File: config.mk
export PLATFORM = sky130hd
export DESIGN_NAME = uart_tx_frame_sched_flat
export DESIGN_NICKNAME = d
export VERILOG_FILES = /design/src/rtl/uart_tx_frame_sched_if.sv /design/src/rtl/uart_tx_frame_sched.sv /design/src/flat_wrapper.sv
export SDC_FILE = /design/constraint.sdc
export NUM_CORES = 1
export LEC_CHECK = 0
export CORE_MARGIN = 2
export CORE_UTILIZATION = 53
export CTS_CLUSTER_DIAMETER = 80
export DETAILED_ROUTE_END_ITERATION = 8
export PLACE_DENSITY = 0.8
export SLEW_MARGIN = 20
export SYNTH_ARGS = -nofsm -noshare
export SYNTH_HDL_FRONTEND = slang
export SYNTH_SLANG_ARGS = --single-unit
File: constraint.sdc
create_clock -name clk -period 3.9 [get_ports clk]
set_clock_uncertainty 0.2 [all_clocks]
set_input_delay 0.39 -clock clk [delete_from_list [all_inputs] [get_ports clk]]
set_output_delay 0.39 -clock clk [all_outputs]
set_load 0.01 [all_outputs]
File: src/rtl/uart_tx_frame_sched_if.sv
// uart_tx_frame_sched_if
//   Bundles the frame-request, buffer-read and UART-transmit signals of the
//   UART frame scheduler so the top level connects one interface instance.
//
//   req      [1:0] single-cycle frame requests (bit0 time report, bit1 status)
//   len0/len1 [7:0] frame lengths of source 0 / source 1, sampled at grant
//   rd_sel        source whose buffer is addressed
//   rd_addr  [7:0] byte index into the selected buffer
//   rd_data  [7:0] byte at rd_sel/rd_addr (combinational from the source)
//   tx_data  [7:0] byte to the UART transmitter (ip_data)
//   tx_flag       one-cycle strobe to the UART transmitter (ip_flag)
//   grant    [1:0] one-hot active source, 0 when idle
//   done     [1:0] one-cycle completion pulse per source
//   busy          scheduler is not idle
//
//   master: the sources / UART side.  slave: the scheduler.
interface uart_tx_frame_sched_if;
  logic [1:0] req;
  logic [7:0] len0;
  logic [7:0] len1;
  logic       rd_sel;
  logic [7:0] rd_addr;
  logic [7:0] rd_data;
  logic [7:0] tx_data;
  logic       tx_flag;
  logic [1:0] grant;
  logic [1:0] done;
  logic       busy;

  modport master (
    output req, len0, len1, rd_data,
    input  rd_sel, rd_addr, tx_data, tx_flag, grant, done, busy
  );

  modport slave (
    input  req, len0, len1, rd_data,
    output rd_sel, rd_addr, tx_data, tx_flag, grant, done, busy
  );
endinterface

File: src/rtl/uart_tx_frame_sched.sv
// uart_tx_frame_sched
//   Shares one UART transmitter between the IRIG-B time-report string
//   (source 0) and the status/echo message (source 1). Requests are latched
//   (one pending frame per source), arbitrated round-robin, and the granted
//   frame is streamed byte-by-byte from the source buffer with tx_flag
//   strobes exactly BYTE_GAP cycles apart.
//
//   Ports: clk, rst_n (asynchronous, active-low) and bus
//   (uart_tx_frame_sched_if.slave) carrying req/len0/len1/rd_data in and
//   rd_sel/rd_addr/tx_data/tx_flag/grant/done/busy out.
//
//   Parameters: BYTE_GAP (cycles between tx_flag pulses, >= one UART byte
//   time, >= 2), MAX_LEN (frame length clamp).
//
//   Optional build macro TX_CRLF_EN: appends 0x0D 0x0A after every frame.
module uart_tx_frame_sched #(
  parameter int BYTE_GAP = 60000,
  parameter int MAX_LEN  = 32
) (
  input  logic                 clk,
  input  logic                 rst_n,
  uart_tx_frame_sched_if.slave bus
);

  localparam int                 CNT_W     = (BYTE_GAP > 2) ? $clog2(BYTE_GAP) : 1;
  // GAP lasts BYTE_GAP-1 cycles; with the LOAD cycle that spaces strobes BYTE_GAP apart.
  localparam logic [CNT_W-1:0]   GAP_LAST  = CNT_W'(BYTE_GAP - 2);
  localparam logic [7:0]         MAX_LEN_B = 8'(MAX_LEN);

  typedef enum logic [2:0] {
    S_IDLE, S_ARB, S_LOAD, S_GAP, S_TAIL, S_DONE
  } state_t;

  state_t           state_q,      state_d;
  logic [1:0]       pending_q,    pending_d;
  logic             last_grant_q, last_grant_d;
  logic [1:0]       grant_q,      grant_d;
  logic             rd_sel_q,     rd_sel_d;
  logic [7:0]       rd_addr_q,    rd_addr_d;
  logic [7:0]       len_q,        len_d;
  logic [CNT_W-1:0] gap_cnt_q,    gap_cnt_d;
  logic [7:0]       tx_data_q,    tx_data_d;
  logic             tx_flag_q,    tx_flag_d;
  logic [1:0]       done_q,       done_d;
  logic             busy_q,       busy_d;
`ifdef TX_CRLF_EN
  // 0: buffer bytes, 1: CR slot, 2: LF slot
  logic [1:0]       term_q,       term_d;
`endif

  logic       winner;
  logic [7:0] len_sel;
  logic [7:0] len_clamp;
  logic       last_byte;

  // On a tie the source that did not go last wins.
  assign winner    = (pending_q == 2'b11) ? ~last_grant_q : pending_q[1];
  assign len_sel   = winner ? bus.len1 : bus.len0;
  assign len_clamp = (len_sel > MAX_LEN_B) ? MAX_LEN_B : len_sel;
  assign last_byte = (rd_addr_q == len_q - 8'd1);

  always_comb begin
    state_d      = state_q;
    pending_d    = pending_q | bus.req;
    last_grant_d = last_grant_q;
    grant_d      = grant_q;
    rd_sel_d     = rd_sel_q;
    rd_addr_d    = rd_addr_q;
    len_d        = len_q;
    gap_cnt_d    = gap_cnt_q;
    tx_data_d    = tx_data_q;
    tx_flag_d    = 1'b0;
    done_d       = 2'b00;
`ifdef TX_CRLF_EN
    term_d       = term_q;
`endif

    case (state_q)
      S_IDLE: begin
        if (pending_q != 2'b00) state_d = S_ARB;
      end

      S_ARB: begin
        grant_d   = winner ? 2'b10 : 2'b01;
        rd_sel_d  = winner;
        rd_addr_d = 8'd0;
        len_d     = len_clamp;
`ifdef TX_CRLF_EN
        // An empty frame still carries its CR LF terminator.
        term_d    = (len_clamp == 8'd0) ? 2'd1 : 2'd0;
        state_d   = S_LOAD;
`else
        state_d   = (len_clamp == 8'd0) ? S_DONE : S_LOAD;
`endif
      end

      S_LOAD: begin
`ifdef TX_CRLF_EN
        case (term_q)
          2'd1:    tx_data_d = 8'h0D;
          2'd2:    tx_data_d = 8'h0A;
          default: tx_data_d = bus.rd_data;
        endcase
`else
        tx_data_d = bus.rd_data;
`endif
        tx_flag_d = 1'b1;
        gap_cnt_d = '0;
        state_d   = S_GAP;
      end

      S_GAP: begin
        if (gap_cnt_q == GAP_LAST) begin
`ifdef TX_CRLF_EN
          if (term_q == 2'd2) begin
            state_d = S_TAIL;
          end else if (term_q == 2'd1) begin
            term_d  = 2'd2;
            state_d = S_LOAD;
          end else if (last_byte) begin
            // rd_addr stays on the last buffer byte while CR LF go out.
            term_d  = 2'd1;
            state_d = S_LOAD;
          end else begin
            rd_addr_d = rd_addr_q + 8'd1;
            state_d   = S_LOAD;
          end
`else
          if (last_byte) begin
            state_d = S_TAIL;
          end else begin
            rd_addr_d = rd_addr_q + 8'd1;
            state_d   = S_LOAD;
          end
`endif
        end else begin
          gap_cnt_d = gap_cnt_q + 1'b1;
        end
      end

      // Occupies the slot where the next LOAD would have been, so DONE
      // falls one full BYTE_GAP after the final strobe.
      S_TAIL: begin
        state_d = S_DONE;
      end

      S_DONE: begin
        done_d       = grant_q;
        last_grant_d = rd_sel_q;
        grant_d      = 2'b00;
        // A request landing in this very cycle re-arms the source.
        pending_d    = (pending_q & ~grant_q) | bus.req;
        state_d      = S_IDLE;
      end

      default: state_d = S_IDLE;
    endcase

    busy_d = (state_d != S_IDLE);
  end

  always_ff @(posedge clk or negedge rst_n) begin
    if (!rst_n) begin
      state_q      <= S_IDLE;
      pending_q    <= 2'b00;
      last_grant_q <= 1'b1;
      grant_q      <= 2'b00;
      rd_sel_q     <= 1'b0;
      rd_addr_q    <= 8'd0;
      len_q        <= 8'd0;
      gap_cnt_q    <= '0;
      tx_data_q    <= 8'd0;
      tx_flag_q    <= 1'b0;
      done_q       <= 2'b00;
      busy_q       <= 1'b0;
`ifdef TX_CRLF_EN
      term_q       <= 2'd0;
`endif
    end else begin
      state_q      <= state_d;
      pending_q    <= pending_d;
      last_grant_q <= last_grant_d;
      grant_q      <= grant_d;
      rd_sel_q     <= rd_sel_d;
      rd_addr_q    <= rd_addr_d;
      len_q        <= len_d;
      gap_cnt_q    <= gap_cnt_d;
      tx_data_q    <= tx_data_d;
      tx_flag_q    <= tx_flag_d;
      done_q       <= done_d;
      busy_q       <= busy_d;
`ifdef TX_CRLF_EN
      term_q       <= term_d;
`endif
    end
  end

  assign bus.rd_sel  = rd_sel_q;
  assign bus.rd_addr = rd_addr_q;
  assign bus.tx_data = tx_data_q;
  assign bus.tx_flag = tx_flag_q;
  assign bus.grant   = grant_q;
  assign bus.done    = done_q;
  assign bus.busy    = busy_q;

endmodule

File: src/flat_wrapper.sv
// flat-port wrapper written by rule: the top's interface ports become plain ports
module uart_tx_frame_sched_flat 
#(
  parameter int BYTE_GAP = 60000,
  parameter int MAX_LEN  = 32
)
  (clk, rst_n, bus_req, bus_len0, bus_len1, bus_rd_data, bus_rd_sel, bus_rd_addr, bus_tx_data, bus_tx_flag, bus_grant, bus_done, bus_busy);
  uart_tx_frame_sched_if bus_i ();
  input  logic clk;
  input  logic rst_n;
  input wire logic [$bits(bus_i.req)-1:0] bus_req;
  input wire logic [$bits(bus_i.len0)-1:0] bus_len0;
  input wire logic [$bits(bus_i.len1)-1:0] bus_len1;
  input wire logic [$bits(bus_i.rd_data)-1:0] bus_rd_data;
  output wire logic [$bits(bus_i.rd_sel)-1:0] bus_rd_sel;
  output wire logic [$bits(bus_i.rd_addr)-1:0] bus_rd_addr;
  output wire logic [$bits(bus_i.tx_data)-1:0] bus_tx_data;
  output wire logic [$bits(bus_i.tx_flag)-1:0] bus_tx_flag;
  output wire logic [$bits(bus_i.grant)-1:0] bus_grant;
  output wire logic [$bits(bus_i.done)-1:0] bus_done;
  output wire logic [$bits(bus_i.busy)-1:0] bus_busy;
  assign bus_i.req = bus_req;
  assign bus_i.len0 = bus_len0;
  assign bus_i.len1 = bus_len1;
  assign bus_i.rd_data = bus_rd_data;
  assign bus_rd_sel = bus_i.rd_sel;
  assign bus_rd_addr = bus_i.rd_addr;
  assign bus_tx_data = bus_i.tx_data;
  assign bus_tx_flag = bus_i.tx_flag;
  assign bus_grant = bus_i.grant;
  assign bus_done = bus_i.done;
  assign bus_busy = bus_i.busy;
  uart_tx_frame_sched #(.BYTE_GAP(BYTE_GAP), .MAX_LEN(MAX_LEN)) u_core (.clk(clk), .rst_n(rst_n), .bus(bus_i));
endmodule
Yosys cells after proc, flatten, opt, wreduce, memory -nomap -nowiden

Cells that the tools add are included.
Widths: inputs -> output; s select.

Input bits: 28
Output and inout port bits: 23
Logic and storage cells: 59
Flip-flop bits (word level): 53

Equal/unequal tests: 11
Add/sub/neg operators: 3
Reduce and logical (&&, ||, !) cells: 9
Bitwise gates (word level): 5
Mux-type cells: 18
Magnitude comparators: 1

Operators by type and width:

| kind                  | number |
|---|---|
| $mux 8                | 4 |
| $pmux 16 s2           | 1 |
| $add 16x1->16 const B | 1 |
| $eq 16x16->1 const B  | 1 |
| $mux 16               | 1 |
| $pmux 8 s2            | 1 |
| $pmux 3 s5            | 1 |
| $mux 3                | 4 |
| $add 8x1->8 const B   | 1 |
| $eq 8x8->1            | 1 |
| $gt 8x6->1 const B    | 1 |
| $logic_not 8->1       | 1 |
| $reduce_bool 2->1     | 4 |
| $sub 8x1->8 const B   | 1 |
| $eq 3x2->1 const B    | 2 |
| $eq 3x3->1 const B    | 2 |
| $mux 2                | 3 |
| $ne 2x2->1 const B    | 2 |
| $or 2x2->2            | 2 |
| $pmux 2 s2            | 1 |
| $eq 3x1->1 const B    | 1 |
| $logic_not 3->1       | 1 |
| $reduce_and 3->1      | 1 |
| $reduce_bool 3->1     | 1 |
| other kinds (7)       | 8 |

Depth between registers and ports, before layout

Gate-level depths: netlist of run 1.

Depth after elaboration: 9
Gate-level depth with buffers: 10
Gate-level depth less buffers: 8

Least setup slack after synthesis of run 1

No wires, ideal clock.

Path kind: reg-to-reg
From: reg u_core.len_q[2]
To: reg u_core.rd_addr_q[0] (netlist: u_core.bus.rd_addr[0])
Stages on the path, launching flop included: 9
Data required time: 3575 ps
Path buffers: 2
Arrival: 2376 ps
Setup slack: 1199 ps
Library setup time: 125 ps
Period minus slack after synthesis: 2701 ps
Cell sequence: dfrtp_1 buf_6 or4_4 or3_4 a2111oi_4 o2111a_2 buf_6 nor3_4 mux2_4

Word-level cells in the longest chain between the ends: 4

RTL lines:

| what                              | RTL line                   | RTL |
|---|---|---|
| start: declaration                | uart_tx_frame_sched.sv:40  | `logic [7:0] len_q, len_d;` |
| start signal: assignment          | uart_tx_frame_sched.sv:186 | `len_q <= len_d;` |
| $sub 8x1->8                       | uart_tx_frame_sched.sv:60  | `assign last_byte = (rd_addr_q == len_q - 8'd1);` |
| $eq 8x8->1                        | uart_tx_frame_sched.sv:60  |  |
| $ne 2x2->1 (no source line)       | -                          |  |
| $reduce_and 3->1 (no source line) | -                          |  |
| end signal: assignment            | uart_tx_frame_sched.sv:185 | `rd_addr_q <= rd_addr_d;` |
| end: declaration                  | uart_tx_frame_sched.sv:39  | `logic [7:0] rd_addr_q, rd_addr_d;` |

No other way between the ends.
A chain may end at the register's enable or synchronous reset.

Worst setup path after layout of run 1

From: reg u_core.gap_cnt_q[0]
To: reg u_core.rd_addr_q[5] (netlist: u_core.bus.rd_addr[5])

Word-level cells in the longest chain between the ends: 3

RTL lines:

| what                              | RTL line                   | RTL |
|---|---|---|
| start: declaration                | uart_tx_frame_sched.sv:41  | `logic [CNT_W-1:0] gap_cnt_q, gap_cnt_d;` |
| start signal: assignment          | uart_tx_frame_sched.sv:187 | `gap_cnt_q <= gap_cnt_d;` |
| $eq 16x16->1                      | uart_tx_frame_sched.sv:113 | `if (gap_cnt_q == GAP_LAST) begin` |
| $ne 2x1->1 (no source line)       | -                          |  |
| $reduce_and 3->1 (no source line) | -                          |  |

No other way between the ends.

==> results of run 1 <==
==> metrics by stage <==
stage                     utilization [%]  power (mW)  hold slack, ns  worst slack [ns]
after floorplan                         -       0.576          -0.106              1.20
after detailed placement             65.9       0.625           0.296             0.985
after global placement               65.9       0.624           0.288              1.08
after global routing                 67.7       0.975          0.0894             0.790
final                                67.7       0.927          0.0118             0.963
after CTS                            67.7       0.943          0.0310             0.954
==> where the power goes <==
| part | switching (mW) | internal [mW] | total (mW) |
|---|---|---|---|
| logic | 0.0218 | 0.0360 | 0.0578 |
| registers | 0.00197 | 0.553 | 0.555 |
| clock network | 0.170 | 0.144 | 0.314 |
| total | 0.194 | 0.734 | 0.927 |
==> registers in the layout, summed over array words and instances (netlist names) <==
signal / flops
u_core.bus.busy: 1
u_core.bus.rd_sel: 1
u_core.gap_cnt_q: 16
u_core.bus.grant: 2
u_core.bus.tx_data: 8
u_core.bus.done: 2
u_core.len_q: 8
u_core.bus.tx_flag: 1
u_core.pending_q: 2
u_core.bus.rd_addr: 8
u_core.last_grant_q: 1
u_core.state_q: 3
==> layout by cell type, fill, tap and decap left out, types with 6 or more instances in the layout <==
master | Yosys | routed
inv_1 | 12 | 12
mux2i_1 | 6 | 6
nand2_1 | 27 | 27
dfrtp_1 | 52 | 52
mux2_2 | 9 | 9
nor2_1 | 22 | 22
o22ai_1 | 6 | 6
clkbuf_8 | 0 | 6
o21ai_0 | 13 | 13
nand3_1 | 10 | 10
or4_1 | 8 | 8
a21oi_1 | 12 | 12
clkdlybuf4s50_1 | 0 | 49
xnor2_1 | 9 | 9
nor2b_1 | 7 | 7
xor2_1 | 11 | 11
==> worst max path at each step <==
stage	endpoint	slack, ns	cells past startpoint
floorplan	u_core.bus.rd_addr[0]	1.20	8
global placement	u_core.bus.rd_addr[5]	1.08	9
detailed placement	u_core.bus.rd_addr[5]	0.99	9
CTS	u_core.bus.rd_addr[5]	0.95	9
global route	u_core.bus.rd_addr[5]	0.79	9
finish	u_core.bus.rd_addr[5]	0.96	9
==> metal layers <==
metal,global-route usage [%],vias to the layer above,share of wire (%),wire length (um)
li1,-,1113,-,-
met1,30.2,1082,49,2720
met2,31.0,39,47,2660
met3,3.76,5,3.4,188
met4,5.00,0,0.70,39
met5,0,-,0,0
==> final cells by class <==
type                       instances  area [sq um]  share of cell area (%)
clock inverter                     1          7.51                   0.216
clock buffer                       7          86.3                    2.48
tap                               70          87.6                    2.52
sequential                        53          1330                    38.2
timing repair buffer              53           518                    14.9
multi-input combinational        209          1410                    40.5
inverter                          12          45.0                    1.29
==> cells by family after synthesis <==
logic type / Yosys count / synth area share [%]
simple gates: 114 / 22.2
compound gates: 55 / 13.3
flops: 53 / 46.7
buf+inv: 24 / 3.70
xor+xnor: 20 / 6.17
mux: 16 / 6.21
fa+ha+maj: 4 / 1.76
==> critical path, stage by stage, from the launching register on <==
cell and delay, ns:
dfrtp_1 0.44, inv_1 0.09, ha_1 0.14, or4bb_1 0.47
nor4_1 0.24, buf_4 0.21, nor2b_1 0.13, nand4b_1 0.28
or4_1 0.50, a21oi_1 0.15
==> results.json, run 1 <==
{
  "status": "completed",
  "grt_pass1_vias": 2127,
  "mappedNetlistArea_sq_um": 2840,
  "crit_path_max_fanout": 11,
  "final_net_count": 366,
  "layout-drive-gt1-share_pct": 9.55,
  "first_iter_violations": 178,
  "dieWidth_um": 77.2,
  "routed_wl_um": 5610,
  "cts_resized": 0,
  "syn2layout_area_growth_pct": 22.5,
  "ys_async_sr_fraction_pct": 100,
  "gp_congestion": 0.868,
  "synth_ff_type": "dfrtp_1",
  "wl_per_cell_um": 13.9,
  "peakVddDrop_uv": 224,
  "finalCritPeriodShare_pct": 75.3,
  "ys_ff_latch": 53,
  "layout.cells.non_filler": 405,
  "setup_viol": 0,
  "place_inst": 397,
  "clock_latency_ns": 0.30,
  "clockRootBuffer": "clkbuf_8",
  "cp.required_ns": 3.93,
  "start_util_pct": 55.3,
  "tns_ns": 0,
  "synth_nets": 318,
  "drt_pre_antenna_iters": 4,
  "arrival_ns": 2.96,
  "finalHoldViolations": 0,
  "num_vias": 2239,
  "timing.rr.start": "u_core.gap_cnt_q[0]",
  "yosysWarnings": 0,
  "maxSlewHeadroom_pct": 40.2,
  "path_clk_slew_ns": 0.09,
  "synthTopCellsByCount": "dfrtp_1 (52), nand2_1 (27), nor2_1 (22), o21ai_0 (13)",
  "yosysTopAreaCellShare_pct": 45.8,
  "crit_path_start_kind": "register",
  "core_area_sq_um": 5140,
  "htree_levels": 2,
  "rows": 26,
  "dp_hpwl_um": 4190,
  "fin_crit_ns": 2.94,
  "cts_buffers": 5,
  "die_area_sq_um": 5960,
  "seq_area_frac_synth_pct": 46.7,
  "crit_type": "register to register",
  "r2r_slack_ns": 0.96,
  "hp-class": "primary input to asynchronous set/reset pin",
  "grt_overflow": 0,
  "viasPerCell": 5.53,
  "grt_usage_pct": 20.4,
  "ios": 51,
  "drv_slew": 0,
  "antenna_found_initial": 0,
  "max_freq_ghz": 0.341,
  "final_design_area_no_fill_sq_um": 3480,
  "rsz0062_at_grt": "no",
  "power_density_nw_per_um2": 267,
  "synthMostInstantiatedCell": "dfrtp_1",
  "fillers": 414,
  "synthCells": 286,
  "worst_pin_slew_ns": 0.897,
  "drcViolationCount": 0,
  "worstRegToRegCells": 9,
  "diodes": 0,
  "end_kind": "register",
  "io_buffers": 50,
  "drtAntennaViolNets": 0,
  "synth_edf_count": 0,
  "placed_area_sq_um": 3390,
  "r2r-end": "u_core.bus.rd_addr[5]",
  "grt_pass1_wl_um": 9910,
  "power_leakage_nw": 1.46,
  "yosysUniqueCellTypes": 52,
  "postCtsSetupBuffers": 0,
  "cts_sinks": 53,
  "synth_area_leader_cell": "dfrtp_1",
  "grt_max_degree": 42,
  "cts_tree": "done",
  "synth_area_leaders": "dfrtp_1 (46%), mux2_2 (3.6%), nand2_1 (3.6%)",
  "crit_start": "u_core.gap_cnt_q[0]",
  "postCtsHoldBufs": 0,
  "dieHeight_um": 77.2,
  "clk_path_buf_depth": 2,
  "drv_cap": 0,
  "synth.avg_cell_area_sq_um": 9.93
}
Power figures use the tool's default switching activity.
==> run 2: changes to the inputs <==
clock period = 2.85 ns   (was 3.9 ns; I/O delays follow)
==> run 2 against run 1 <==
Compared with the run above: global-route usage rose by 1.6 points; maximum frequency up 6.6%; combinational power increased by 42%; clock power rose by 67%; power up 47%; sequential power increased by 37%; register-to-register slack got worse by 0.87 ns; largest power group unchanged; cell count is 3.0% higher; largest cell class unchanged; routed wire length is 13% higher.
==> results.json, run 2 (synthesized netlist as in run 1, its figures left out) <==
{
  "layout-drive-gt1-share_pct": 13.5,
  "grt_pass1_vias": 2308,
  "dpl_worst_slack_ns": -0.0143,
  "grt_max_degree": 31,
  "crit_path_max_fanout": 8,
  "drcViolationCount": 0,
  "grt_usage_pct": 21.9,
  "first_iter_violations": 139,
  "rows": 26,
  "diodes": 0,
  "num_vias": 2357,
  "cp_slowest_stage_delay_ns": 0.53,
  "end_kind": "register",
  "status": "completed",
  "peakVddDrop_uv": 263,
  "die_area_sq_um": 5960,
  "setup_viol": 0,
  "largest-register": "u_core.gap_cnt_q",
  "grt_pass1_wl_um": 10700,
  "cp.required_ns": 2.87,
  "layout_commonest_cell": "dfrtp_1",
  "cts_tree": "done",
  "clock_latency_ns": 0.30,
  "maxSlewHeadroom_pct": 56.8,
  "crit_type": "register to register",
  "finalCritPeriodShare_pct": 96.7,
  "power_density_nw_per_um2": 376,
  "largest_reg_flops": 16,
  "antenna_found_initial": 0,
  "r2r_slack_ns": 0.1,
  "timing.critical_path.cells": "inv_1, ha_1, or4bb_1, nor4_4, nor2b_2, nand4b_1, buf_4, nor3_1, mux2i_1",
  "drtAntennaViolNets": 0,
  "cp_slowest_cell": "or4bb_1",
  "core_area_sq_um": 5140,
  "start_util_pct": 55.3,
  "wl_per_cell_um": 15.2,
  "routed_wl_um": 6320,
  "layout_setup_ws_ns": 0.0953,
  "gp_congestion": 0.880,
  "placed_area_sq_um": 3450,
  "crit_path_start_kind": "register",
  "ios": 51,
  "max_freq_ghz": 0.363,
  "viasPerCell": 5.65,
  "dieHeight_um": 77.2,
  "worstRegToRegCells": 9,
  "cts_buffers": 5,
  "dieWidth_um": 77.2,
  "timing.rr.start": "u_core.gap_cnt_q[0]",
  "drv_cap": 0,
  "dp_hpwl_um": 4400,
  "clk_path_buf_depth": 2,
  "cp_num_cells": 9,
  "worst_pin_slew_ns": 0.644,
  "grt_overflow": 0,
  "power_leakage_nw": 1.54,
  "io_buffers": 50,
  "place_inst": 405,
  "drv_slew": 0,
  "final_design_area_no_fill_sq_um": 3630,
  "arrival_ns": 2.78,
  "path_clk_slew_ns": 0.09,
  "layout_common_cells": "dfrtp_1 (51), clkdlybuf4s50_1 (49), nand2_1 (27)",
  "layout.cells.non_filler": 417,
  "htree_levels": 2,
  "r2r-end": "u_core.bus.rd_addr[7]",
  "drt_pre_antenna_iters": 4,
  "finalHoldViolations": 0,
  "syn2layout_area_growth_pct": 27.8,
  "cts_sinks": 53,
  "holdWs_ns": 0.111,
  "final_net_count": 378,
  "crit_buf_inv": 2,
  "cp_top_family": "simple AND/OR/NAND/NOR gates",
  "hp-class": "primary input to asynchronous set/reset pin",
  "fin_crit_ns": 2.75,
  "clockRootBuffer": "clkbuf_8"
}
[run 2: power breakdown]
group	leakage [nW]	switching, mW	internal, mW
clock network	0.0585	0.237	0.287
logic	0.834	0.0309	0.0511
registers	0.651	0.00271	0.757
total	1.54	0.270	1.09
[run 2: layout make-up]
cell class | instances | area, sq um
inverter | 12 | 45.0
clock inverter | 1 | 30.0
fill | 417 | 1510
timing repair buffer | 64 | 603
tap | 70 | 87.6
clock buffer | 7 | 86.3
sequential | 53 | 1330
multi-input combinational | 210 | 1450
[run 2: metrics by stage]
step | utilization [%] | power (mW) | setup TNS [ns]
floorplan | - | 0.788 | 0
detailed placement | 67.0 | 0.857 | -0.0143
finish | 70.6 | 1.37 | 0
global placement | 67.0 | 0.855 | 0
CTS | 69.5 | 1.37 | 0
global route | 70.6 | 1.42 | -0.0792
[run 2: worst max-delay path by stage]
stage,startpoint,end,slack [ns]
finish,u_core.gap_cnt_q[0],u_core.bus.rd_addr[7],0.1
global route,u_core.gap_cnt_q[0],u_core.bus.rd_addr[7],-0.04
CTS,u_core.gap_cnt_q[0],u_core.bus.rd_addr[5],0.003
detailed placement,u_core.len_q[0],u_core.bus.rd_addr[4],-0.01
global placement,u_core.len_q[0],u_core.bus.rd_addr[4],0.08
floorplan,u_core.len_q[2],u_core.bus.rd_addr[0],0.15
[run 2: what timing repair did]
item                                    CTS  global route
endpoints found under the hold margin    52             0
endpoints found under the setup margin    1             7
cloned                                    0             1
hold buffers                              1             0
gates resized for setup                   1             6
buffers inserted                          0             2
pin swaps                                 0             2
[run 2: metal layers]
layer  vias up  wire length (um)  track usage [%]
met1      1147              2950             30.8
met3         6               197             2.94
met2        56              3100             35.2
met4         0                76             7.50
li1       1148                 -                -
met5         -                 0                0
